--- src/rtl/local_inject_arbiter.sv ---
// Round-robin arbiter that funnels N local flit sources into one router inject port.
// One flit is captured per grant, held stable until the router acks, then counted.
module local_inject_arbiter #(
    parameter int N      = 4,
    parameter int FLIT_W = 64,
    parameter int CNT_W  = 16
) (
    input  logic                 clk,
    input  logic                 reset,
    input  logic [N-1:0]         req_push,
    input  logic [N*FLIT_W-1:0]  req_data,
    output logic [N-1:0]         req_ack,
    output logic                 push_j,
    output logic [FLIT_W-1:0]    inject,
    input  logic                 push_j_ack,
    output logic [$clog2(N)-1:0] grant_id,
    output logic                 busy,
    output logic [CNT_W-1:0]     pkt_count
);
    // state   | meaning
    // IDLE    | waiting for any req_push, round-robin search from ptr
    // ACK     | one-cycle req_ack pulse to the granted requester
    // SEND    | push_j high, holding the flit until push_j_ack
    localparam int GW = $clog2(N);
    localparam logic [1:0] ST_IDLE = 2'd0;
    localparam logic [1:0] ST_ACK  = 2'd1;
    localparam logic [1:0] ST_SEND = 2'd2;

    logic [1:0]        state_q, state_d;
    logic [GW-1:0]     ptr_q, ptr_d;
    logic [GW-1:0]     grant_q, grant_d;
    logic [FLIT_W-1:0] hold_q, hold_d;
    logic [CNT_W-1:0]  cnt_q, cnt_d;

    logic              found;
    logic [GW-1:0]     pick;
    logic [GW:0]       probe;
    logic [FLIT_W-1:0] pick_data;

    // probe walks ptr, ptr+1, ... with one conditional subtract as the modulo
    always_comb begin
        found = 1'b0;
        pick  = '0;
        probe = '0;
        for (int k = 0; k < N; k++) begin
            probe = {1'b0, ptr_q} + (GW+1)'(k);
            if (probe >= (GW+1)'(N)) begin
                probe = probe - (GW+1)'(N);
            end
            if (!found && req_push[probe[GW-1:0]]) begin
                found = 1'b1;
                pick  = probe[GW-1:0];
            end
        end
    end

    always_comb begin
        pick_data = '0;
        for (int i = 0; i < N; i++) begin
            if (pick == GW'(i)) begin
                pick_data = req_data[i*FLIT_W +: FLIT_W];
            end
        end
    end

    always_comb begin
        state_d = state_q;
        ptr_d   = ptr_q;
        grant_d = grant_q;
        hold_d  = hold_q;
        cnt_d   = cnt_q;
        case (state_q)
            ST_IDLE: begin
                if (found) begin
                    hold_d  = pick_data;
                    grant_d = pick;
                    state_d = ST_ACK;
                end
            end
            ST_ACK: begin
                state_d = ST_SEND;
            end
            ST_SEND: begin
                if (push_j_ack) begin
                    cnt_d   = cnt_q + CNT_W'(1);
                    ptr_d   = (grant_q == GW'(N-1)) ? '0 : grant_q + GW'(1);
                    state_d = ST_IDLE;
                end
            end
            default: begin
                state_d = ST_IDLE;
            end
        endcase
    end

    always_ff @(posedge clk or posedge reset) begin
        if (reset) begin
            state_q <= ST_IDLE;
            ptr_q   <= '0;
            grant_q <= '0;
            hold_q  <= '0;
            cnt_q   <= '0;
        end else begin
            state_q <= state_d;
            ptr_q   <= ptr_d;
            grant_q <= grant_d;
            hold_q  <= hold_d;
            cnt_q   <= cnt_d;
        end
    end

    // outputs decode registered state only, so reset clears them asynchronously
    always_comb begin
        req_ack = '0;
        if (state_q == ST_ACK) begin
            req_ack[grant_q] = 1'b1;
        end
    end

    assign push_j    = (state_q == ST_SEND);
    assign busy      = (state_q != ST_IDLE);
    assign inject    = hold_q;
    assign grant_id  = grant_q;
    assign pkt_count = cnt_q;

endmodule

--- config.mk ---
export PLATFORM = sky130hd
export DESIGN_NAME = local_inject_arbiter
export DESIGN_NICKNAME = d
export VERILOG_FILES = /design/src/rtl/local_inject_arbiter.sv
export SDC_FILE = /design/constraint.sdc
export NUM_CORES = 1
export LEC_CHECK = 0
export ABC_AREA = 0
export BUFFER_PORTS_ARGS = -buffer_cell sky130_fd_sc_hd__buf_2
export CAP_MARGIN = 20
export CORE_AREA = 5 5 133 135
export DETAILED_ROUTE_END_ITERATION = 8
export DIE_AREA = 0 0 138 140
export PLACE_DENSITY = 0.66
export SYNTH_ARGS = -nofsm -noshare
export SYNTH_HDL_FRONTEND = slang
export SYNTH_SLANG_ARGS = --single-unit
--- constraint.sdc ---
create_clock -name clk -period 2.7 [get_ports clk]
set_input_delay 0.27 -clock clk [delete_from_list [all_inputs] [get_ports clk]]
set_output_delay 0.27 -clock clk [all_outputs]
set_load 0.02 [all_outputs]
* After elaboration in Yosys (flattened, before gate mapping)
Index checks and enable logic that the tools add are counted.
Word-level totals: register bits after elaboration 86, bits of input ports 263, output and inout port bits 88, logic and storage cells 76
Operators by class: $add $sub $neg 9, order comparisons 10, equal/unequal tests 8, multiplexer cells 31, reductions and logical operators 13
Operators by type and width (count):
- 64-bit two-way mux | 4
- 2-bit two-way mux | 11
- 16-bit by 1-bit adder with 16-bit output, second input constant | 1
- 2-bit by 3-bit less-than comparator with 1-bit output, second input constant | 5
- 3-bit greater-or-equal comparator, second input constant | 3
- 1-bit two-way mux | 9
- 1-bit binary-select mux with 2-bit select | 4
- 2-bit equality test, second input constant | 4
- 2-bit by 1-bit subtractor with 2-bit output, second input constant | 4
- 2-bit by 2-bit adder with 3-bit output, second input constant | 2
- 2-bit case mux with 3 select lines | 1
- 2-bit AND reduction | 3
- 2-bit by 1-bit equality test with 1-bit output, second input constant | 2
- 1-bit logical AND | 4
- 2-bit logical NOT | 2
- 4-bit two-way mux | 1
- 2-bit by 1-bit adder with 3-bit output, second input constant | 1
- 2-bit by 3-bit greater-or-equal comparator with 1-bit output, second input constant | 1
- 1-bit logical NOT | 3
- 2-bit by 1-bit adder with 2-bit output, second input constant | 1
- 1-bit demux with 2-bit select | 1
- 2-bit by 1-bit greater-or-equal comparator with 1-bit output, second input constant | 1
- 2-bit by 1-bit inequality test with 1-bit output, second input constant | 1
- 2-bit inequality test, second input constant | 1
- 2-bit nonzero test | 1

* Logic depth before layout (Yosys ltp)
Gate-level depths: netlist of run 1.
word-level depth 19, mapped depth 7, mapped depth without buffers 5

* Least setup slack after synthesis of run 1
Ideal clock, no wire load.
path type flip-flop to flip-flop, from register state_q[1], to register hold_q[22], in the netlist inject[22], library setup time 86 ps, arrival time 1545 ps, required time 2614 ps, slack 1069 ps, cell stages (with the launch flop) 8, path buffers 2, clock period less this slack 1631 ps, cells stage by stage dfrtp_1 or2_1 or2_4 inv_4 nand2_4 buf_8 buf_8 o221ai_2
Between the ends: cells in the longest elaborated chain, start to end 2
Ends and longest elaborated chain:
- from (decl) | line 29 | logic [1:0] state_q, state_d;
- from (signal assigned) | line 104 | state_q <= state_d;
- 2-bit logical NOT | line 72 | case (state_q)
- 2-bit AND reduction (no line)
- to (signal assigned) | line 107 | hold_q <= hold_d;
- to (decl) | line 32 | logic [FLIT_W-1:0] hold_q, hold_d;
No other way between the ends. A chain may end at the register's enable or synchronous reset.

* Worst setup path after layout of run 1
from register ptr_q[1], to register hold_q[46], in the netlist inject[46]
Between the ends: cells in the longest elaborated chain, start to end 19, elaborated cells on any way between the ends 46, those cells by class add/sub: 7; order compare: 4; eq/ne: 3; mux: 24; reduce/logical: 8
Ends and longest elaborated chain:
- from (decl) | line 30 | logic [GW-1:0] ptr_q, ptr_d;
- from (signal assigned) | line 105 | ptr_q <= ptr_d;
- branches (longest 19 deep; another with 2-bit by 1-bit adder with 3-bit output)
Several ways; the timed one is not identified. The select of a mux whose other input is x is not followed.

==> results of run 1 <==
routing by layer:
metal	share of wire	up-vias	GRT usage	wire length (microns)
li1	-	2388	-	-
met1	0.42	2241	0.222	7250
met2	0.49	193	0.289	8400
met3	0.071	20	0.0470	1220
met4	0.017	0	0.0515	284
met5	0	-	0	0
flip-flops by register name, indices dropped and copies added, names as in the netlist:
| register | count |
|---|---|
| grant_id | 2 |
| pkt_count | 16 |
| inject | 64 |
| state_q | 2 |
| ptr_q | 2 |
kinds of logic after synthesis:
logic type,share of synthesized area
simple gates,0.0919
mux,0.233
buf+inv,0.0727
compound gates,0.179
flops,0.388
fa+ha+maj,0.0113
xor+xnor,0.0237
power by group through the flow:
stage | registers, W | clock network, W | logic (W)
global placement | 0.00222 | 0 | 0.00458
CTS | 0.00219 | 0.00137 | 0.00464
global route | 0.00227 | 0.00142 | 0.00496
finish | 0.00220 | 0.00132 | 0.00455
detailed placement | 0.00220 | 0 | 0.00466
floorplan | 0.00278 | 0 | 0.00297
final cells by class:
cell class / count / area (sq um)
Tap cell: 220 / 275
Clock inverter: 4 / 53.8
Sequential cell: 86 / 2150
Timing Repair Buffer: 359 / 1880
Inverter: 7 / 30.0
Clock buffer: 12 / 267
Fill cell: 1566 / 8680
Multi-Input combinational cell: 332 / 3010
Yosys cell counts (4+ instances only):
master      n
buf_6      19
and2_1      4
inv_1       6
mux2i_1   129
clkbuf_1    6
ha_1        5
dfrtp_1    86
nand2_1    79
xor2_1      4
buf_2       4
xnor2_1    11
and3_1      5
buf_12      4
o221ai_2   61
stage by stage:
stage	setup slack (ns)	util	cells	hold WS, ns	instance area, sq um
finish	0.713	0.469	1020	0.0242	7670
global route	0.569	0.469	1020	0.0791	7670
CTS	0.714	0.469	1020	0.0494	7670
detailed placement	0.591	0.449	1004	0.418	7350
global placement	0.587	0.449	1004	0.413	7350
floorplan	0.208	-	461	0.425	5540
cells in the final DEF, fill, tap and decap left out, types with 2 or more instances in the layout:
cell	instances
clkinvlp_4	2
o221ai_1	3
xor2_1	4
dfrtp_1	86
nor2_1	2
and3_1	5
nand3_1	3
and2_1	4
o21ai_1	2
mux2i_1	129
buf_12	5
xnor2_1	11
clkbuf_8	3
nand4_1	2
nor2b_1	3
a21oi_1	3
buf_2	350
ha_1	5
nor3b_1	2
o221ai_2	61
inv_1	5
nand2_1	79
buf_4	4
clkbuf_16	9
worst reg2reg max path, stage by stage (launching register included):
cell	delay [ns]
dfrtp_1	0.47
mux2i_1	0.22
nor2_1	0.06
nor3_2	0.33
nand2b_4	0.22
buf_4	0.38
o221ai_2	0.17
worst min-delay path by stage:
stage | startpoint | endpoint | depth (start not counted) | slack (ns)
after floorplan | push_j_ack | state_q[1] | 2 | 0.42
after global placement | reset | inject[60] | 2 | 0.41
after detailed placement | reset | inject[60] | 2 | 0.42
after CTS | reset | inject[60] | 2 | 0.05
after global routing | reset | inject[60] | 2 | 0.08
final | reset | inject[60] | 2 | 0.02
==> out/qor.yml, run 1 <==
rows: 47
p_total_w: 0.00807
synth_warnings: 0
synth_cells: 461
initial_core_util: 0.339
power.net_switching_w: 0.00357
hp-class: "input pin to async pin"
finClkSkew_ns: 0.00601
setup.worst_path.end: "inject[46]"
leakage_nw: 3.94
worstPathMaxFanout: 25
cts.htree.levels: 3
synthTopCellsByArea: "dfrtp_1 (39%), mux2i_1 (23%), o221ai_2 (17%), nand2_1 (5.3%), buf_6 (3.9%)"
drt-initial-drc-count: 229
critPathTopFamily: "simple AND/OR/NAND/NOR gates"
async_flop_share: 1.00
rr_worst_depth: 6
gp_congestion: 0.826
drc: 0
grt_pass1_wl_microns: 27700
clk_path_buf_depth: 2
clk_pin_slew_ns: 0.06
syn_nets: 729
antenna_cells: 0
worstSetupEndpointType: "flip-flop"
period_needed_ns: 1.99
maxSlewHeadroom: 0.515
crit_path_start_kind: "flip-flop"
r2r_slack_ns: 0.71
synth_edf_count: 0
worst-path-buf-inv: 1
cts_tree: "done"
combinationalPowerShare: 0.564
ant_nets: 0
timing.rr.end: "inject[46]"
crit_chain: "mux2i_1 > nor2_1 > nor3_2 > nand2b_4 > buf_4 > o221ai_2"
ctsHoldBuffers: 0
slew_violations: 0
yosys.area.top_type_share: 0.388
crit_cells: 6
maxCapViolCount: 0
critPathLaunch: "ptr_q[1]"
routed_wl_microns: 17100
r2r-start: "ptr_q[1]"
yosys.area.top_type: "dfrtp_1"
vias: 4842
cp.required_ns: 2.89
critPathKind: "flip-flop to flip-flop"
hold_viol: 0
post_cts_resized: 0
power.share.sequential: 0.272
antenna_found_initial: 0
syn_area_per_cell_sq_um: 12.0
hpwl_microns: 13400
sw_frac_of_total: 0.442
arrival_ns: 2.18
pwr-share-clk: 0.164
die_h_microns: 140
die_area_sq_um: 19300
ys_types: 39
track_usage: 0.174
grt_overflow_total: 0
timing.final.crit_share: 0.736
drt-pass1-iter-count: 4
routedWlPerCell_microns: 16.8
die_w_microns: 138
ir_drop_mv: 0.480
numCtsBuffers: 9
slowest_delay_ns: 0.47
power_density_nw_per_um2: 1050
grt_pass1_vias: 5184
cts.sinks: 86
fp.coreArea_sq_um: 16300
viasPerCell: 4.75
io_pins: 351
rsz0062_at_grt: "no"
fmax_mhz: 503
grt_max_degree: 63
yosysSeqAreaShare: 0.388
synth_area_sq_um: 5540
cts-root-buf: "clkbuf_16"
clock_latency_ns: 0.34
syn_to_final_growth_pct: 38.3
io_buffers: 350
fin_nets: 1063
intPower_w: 0.00451
ys_ff_latch: 86
setup-violations-final: 0
status: "complete, no violations"
tightest_slew_ns: 0.727
drive_gt1_frac: 0.554
slowest_stage: "dfrtp_1"
setup_tns_ns: 0
post-cts-setup-buffers: 0
synth_ff_type: "dfrtp_1"
No activity file was read; power rests on OpenSTA's default activity.
==> inputs of run 2 (changes only) <==
PLACE_DENSITY = 0.69   (was 0.66)
clock period = 1.8 ns   (was 2.7 ns; I/O delays follow)
==> run 2 against run 1 <==
  * Non-clock buffer count rose by 43
  * Wire length rose by 13%
  * Sequential cell count is the same
  * Via count up 9.2%
  * Fmax rose by 12%
  * Register-to-register slack worse by 0.69 ns
  * First-iteration DRC count fell by 27%
  * Sequential share of layout area shrank 4.2 points
  * Total power up 78%
  * Sequential power grew 51%
  * Design area grew 18%
  * Core utilization is 8.2 points higher
==> out/qor.yml, run 2 (synthesis results as in run 1) <==
crit_path_start_kind: "flip-flop"
cts.sinks: 86
whs_endpoint: "state_q[1]"
antenna_cells: 0
routedWlPerCell_microns: 18.2
grt_max_degree: 87
fin_cells: 1063
maxCapViolCount: 0
hpwl_microns: 13700
whs_path_depth: 3
io_buffers: 350
worstPathMaxFanout: 8
rsz0062_at_grt: "yes"
hold_viol: 0
ant_nets: 0
place_area_sq_um: 7560
cp.required_ns: 2.02
timing.rr.end: "inject[59]"
routed_wl_microns: 19300
crit_chain: "nand2_2 > nand3b_1 > a2bb2oi_4 > buf_4 > buf_12 > buf_12 > mux2i_2 > o221ai_2"
tightest_slew_ns: 0.526
clk_path_buf_depth: 2
hp-start: "push_j_ack"
finalInstanceArea_sq_um: 9010
cts.htree.levels: 3
r2r-start: "ptr_q[1]"
die_area_sq_um: 19300
leakage_nw: 4.24
gp_congestion: 0.878
p_total_w: 0.0144
viasPerCell: 4.98
rows: 47
mostFrequentLayoutCell: "buf_2"
clock_latency_ns: 0.35
fillers: 1399
largest_reg_flops: 64
critPathMostFrequentCell: "buf_12"
status: "complete, no violations"
slowest_delay_ns: 0.43
drt-initial-drc-count: 168
drc: 0
antenna_found_initial: 0
critPathKind: "flip-flop to flip-flop"
r2r_slack_ns: 0.02
slowest_stage: "dfrtp_2"
initial_core_util: 0.339
die_h_microns: 140
maxSlewHeadroom: 0.649
rr_worst_depth: 8
ir_drop_mv: 0.782
hp-class: "input pin to flip-flop"
io_pins: 351
numCtsBuffers: 9
fp.coreArea_sq_um: 16300
clk_pin_slew_ns: 0.07
timing.final.crit_share: 0.990
placed_cells: 1026
arrival_ns: 2.00
cts-root-buf: "clkbuf_16"
worstSetupEndpointType: "flip-flop"
drt-pass1-iter-count: 4
slew_violations: 0
power_density_nw_per_um2: 1600
period_needed_ns: 1.78
fin_nets: 1106
vias: 5289
finClkSkew_ns: 0.00846
setup-violations-final: 0
die_w_microns: 138
cts_tree: "done"
track_usage: 0.176
grt_overflow_total: 0
grt_pass1_vias: 5364
final_cell_mix: "buf_2 (350), dfrtp_1 (85), nand2_1 (78), o221ai_2 (61), mux2i_1 (45)"
fmax_mhz: 561
drive_gt1_frac: 0.679
grt_pass1_wl_microns: 28000
syn_to_final_growth_pct: 62.5
hold_slack_ns: 0.122
## run 2: changes by cell type in the layout (fill, tap and decap cells not counted), sizes merged
| cell | delta |
|---|---|
| buf | +36 |
| clkinv | -1 |
| bufinv | +1 |
| clkbuf | +3 |
| dlygate4sd3 | +1 |
| inv | +3 |
## run 2: critical path, delay by kind of cell, from the launching register on
kind	cells	cell delay, ns
and+or+nand+nor	2	0.19
AOI/OAI and AO/OA	2	0.31
muxes	1	0.26
DFF	1	0.43
buffers and inverters	3	0.46
## run 2: power by group
part / internal (W) / switching (W) / leakage [nW]
registers: 0.00278 / 0.000536 / 1.07
logic: 0.00429 / 0.00470 / 3.01
clock network: 0.00123 / 0.000846 / 0.157
total: 0.00831 / 0.00608 / 4.24
## run 2: how the worst max path moves through the flow
stage	endpoint	cells after the start	startpoint
2_1_floorplan	inject[22]	7	state_q[1]
3_3_place_gp	inject[41]	7	ptr_q[0]
3_5_place_dp	inject[41]	7	ptr_q[0]
4_1_cts	inject[2]	7	ptr_q[1]
5_1_grt	inject[48]	8	ptr_q[1]
6_report	inject[59]	8	ptr_q[1]
## run 2: timing repair
action | in CTS | in global routing
hold endpoints to repair | 86 | 0
buffers inserted | 0 | 13
gates cloned | 0 | 7
gates resized for setup | 5 | 162
endpoints found under the setup margin | 5 | 63
pin swaps | 0 | 5
hold buffers | 1 | 0
## run 2: layout make-up
cell class,instances,area [sq um],area share
multi-input combinational,332,3710,0.411
timing repair buffer,402,2520,0.279
sequential,86,2150,0.239
tap,220,275,0.0305
clock buffer,9,225,0.0250
clock inverter,7,103,0.0114
inverter,7,32.5,0.00361
## run 2: routing by layer
layer | share of wire | track usage | up-vias
met5 | 0 | 0 | -
met4 | 0.019 | 0.0556 | 0
met3 | 0.069 | 0.0491 | 24
met2 | 0.52 | 0.313 | 247
met1 | 0.39 | 0.207 | 2523
li1 | - | - | 2495
## run 2: metrics by stage
stage	TNS [ns]	util	setup slack [ns]
finish	0	0.551	0.0187
global route	-1.60	0.551	-0.0912
CTS	0	0.485	0.00219
detailed placement	-0.0668	0.463	-0.0608
global placement	0	0.463	0.0147
floorplan	0	-	0.169
==> inputs of run 3 (changes only) <==
CELL_PAD_IN_SITES_DETAIL_PLACEMENT = 1   (was unset)
CELL_PAD_IN_SITES_GLOBAL_PLACEMENT = 1   (was unset)
CORE_AREA = unset   (was 5 5 133 135)
CORE_MARGIN = 5   (was unset)
CORE_UTILIZATION = 29   (was unset)
DIE_AREA = unset   (was 0 0 138 140)
GPL_ROUTABILITY_DRIVEN = 0   (was unset)
PLACE_DENSITY = unset   (was 0.69)
PLACE_DENSITY_LB_ADDON = 0.1   (was unset)
==> run 3 against run 2 <==
  * The run now ends with setup timing left
  * Sequential power about the same
  * Setup slack got worse by 0.045 ns
  * Critical path depth stayed put
  * Cell count increased by 1.0%
  * Fmax shrank 2.4%
  * Clock-buffer cell count rose by 1
  * Core utilization down 9.0 points
  * Die area up 14%
  * Sequential share of layout area grew 0.96 points
  * Global-route usage rose by 1.1 points
  * First-iteration DRC count up 11%
  * Largest power group unchanged
  * Design area decreased by 3.8%
==> out/qor.yml, run 3 (synthesis results as in run 1) <==
hpwl_microns: 16700
period_needed_ns: 1.83
critPathMostFrequentCell: "buf_12"
grt_overflow_total: 0
setup-violations-final: 12
power.share.sequential: 0.236
cts.htree.levels: 3
final_cell_mix: "buf_2 (350), dfrtp_1 (85), nand2_1 (78), mux2i_1 (70), o221ai_2 (61)"
routedWlPerCell_microns: 21.0
cp.required_ns: 2.02
leakage_nw: 4.19
die_area_sq_um: 22000
slew_violations: 0
cts-root-buf: "clkbuf_16"
drive_gt1_frac: 0.648
grt_max_degree: 65
power_density_nw_per_um2: 1610
clk_pin_slew_ns: 0.06
slowest_delay_ns: 0.44
status: "finished with violations"
setup_slack_ns: -0.0259
ant_nets: 0
track_usage: 0.187
drc: 0
die_h_microns: 148
setup_tns_ns: -0.172
clock_latency_ns: 0.35
sw_frac_of_total: 0.439
drt-pass1-iter-count: 4
routed_wl_microns: 22500
fillers: 2099
crit_chain: "nand2_2 > nand3b_1 > a2bb2oi_4 > buf_12 > buf_12 > buf_12 > mux2i_1 > o221ai_2"
cts.sinks: 86
ir_drop_mv: 0.823
fmax_mhz: 548
die_w_microns: 148
largest_reg_flops: 64
antenna_found_initial: 2
arrival_ns: 2.04
combinationalPowerShare: 0.629
intPower_w: 0.00782
mostFrequentLayoutCell: "buf_2"
violations: "setup timing"
fp.coreArea_sq_um: 18800
finClkSkew_ns: 0.00901
grt_pass1_wl_microns: 32500
fin_nets: 1101
finalInstanceArea_sq_um: 8660
timing.final.crit_share: 1.01
slowest_stage: "dfrtp_2"
vias: 5269
initial_core_util: 0.295
hold_viol: 0
numCtsBuffers: 9
rsz0062_at_grt: "yes"
maxSlewHeadroom: 0.577
clk_path_buf_depth: 2
hp-class: "input pin to async pin"
seqCellArea_sq_um: 2150
io_pins: 351
power.net_switching_w: 0.00612
maxCapViolCount: 0
multiInputGateArea_sq_um: 3470
worst-path-buf-inv: 3
critPathTopFamily: "buffers and inverters"
tightest_slew_ns: 0.635
cts_tree: "done"
rows: 50
place_area_sq_um: 7600
drt-initial-drc-count: 187
viasPerCell: 4.91
worstSetupEndpointType: "flip-flop"
pwr-share-clk: 0.135
critPathKind: "flip-flop to flip-flop"
worstPathMaxFanout: 14
syn_to_final_growth_pct: 56.3
io_buffers: 350
grt_pass1_vias: 5981
crit_path_start_kind: "flip-flop"
[run 3: cell type report]
cell class	instances	share of cell area
multi-input combinational	332	0.400
timing repair buffer	397	0.279
sequential	86	0.249
tap	234	0.0338
clock buffer	10	0.0264
clock inverter	6	0.00722
inverter	7	0.00375
antenna	2	0.000578
[run 3: worst paths after layout]
kind                            depth (start not counted)    endpoint  slack, ns  startpoint
worst min-delay path                                    3  inject[19]      0.009       reset
worst min register to register                          2  inject[62]       0.48  inject[62]
max in group asynchronous                               3  inject[14]       1.33       reset
min in group clk                                        3  state_q[1]       0.13  push_j_ack
worst max-delay path                                    8  inject[61]      -0.03    ptr_q[1]
worst max register to register                          8  inject[61]      -0.03    ptr_q[1]
[run 3: through the flow]
stage / util / hold WS, ns / setup WS, ns / total power [W] / instances
3_5_place_dp: 0.405 / 0.408 / -0.100 / 0.0109 / 1039
3_3_place_gp: 0.405 / 0.397 / 0.00692 / 0.0107 / 1039
4_1_cts: 0.429 / 0.0246 / -0.00453 / 0.0132 / 1063
2_1_floorplan: - / 0.335 / 0.169 / 0.00863 / 461
6_report: 0.462 / 0.00864 / -0.0259 / 0.0139 / 1074
5_1_grt: 0.462 / 0.0535 / -0.0997 / 0.0148 / 1074
[run 3: power by group through the flow]
stage               sequential, W  combinational, W  clock [W]
floorplan                 0.00418           0.00445          0
global placement          0.00330           0.00742          0
detailed placement        0.00332           0.00762          0
CTS                       0.00330           0.00791    0.00196
global route              0.00340           0.00936    0.00204
finish                    0.00329           0.00877    0.00188
[run 3: repair_timing]
item,4_1_cts,5_1_grt
gates resized for setup,14,82
setup buffers,7,3
hold buffers,0,0
pin swaps,1,3
setup endpoints to repair,39,63
cloned,1,7
[run 3: layer usage]
metal,global-route usage,part of all wire,up-vias
li1,-,-,2467
met1,0.214,0.39,2576
met2,0.338,0.53,195
met3,0.0472,0.058,31
met4,0.0670,0.024,0
met5,0,0,-
[run 3: worst min-delay path, cell delays in order]
cell and delay, ns:
buf_2 0.11, clkinvlp_4 0.06, buf_4 0.46
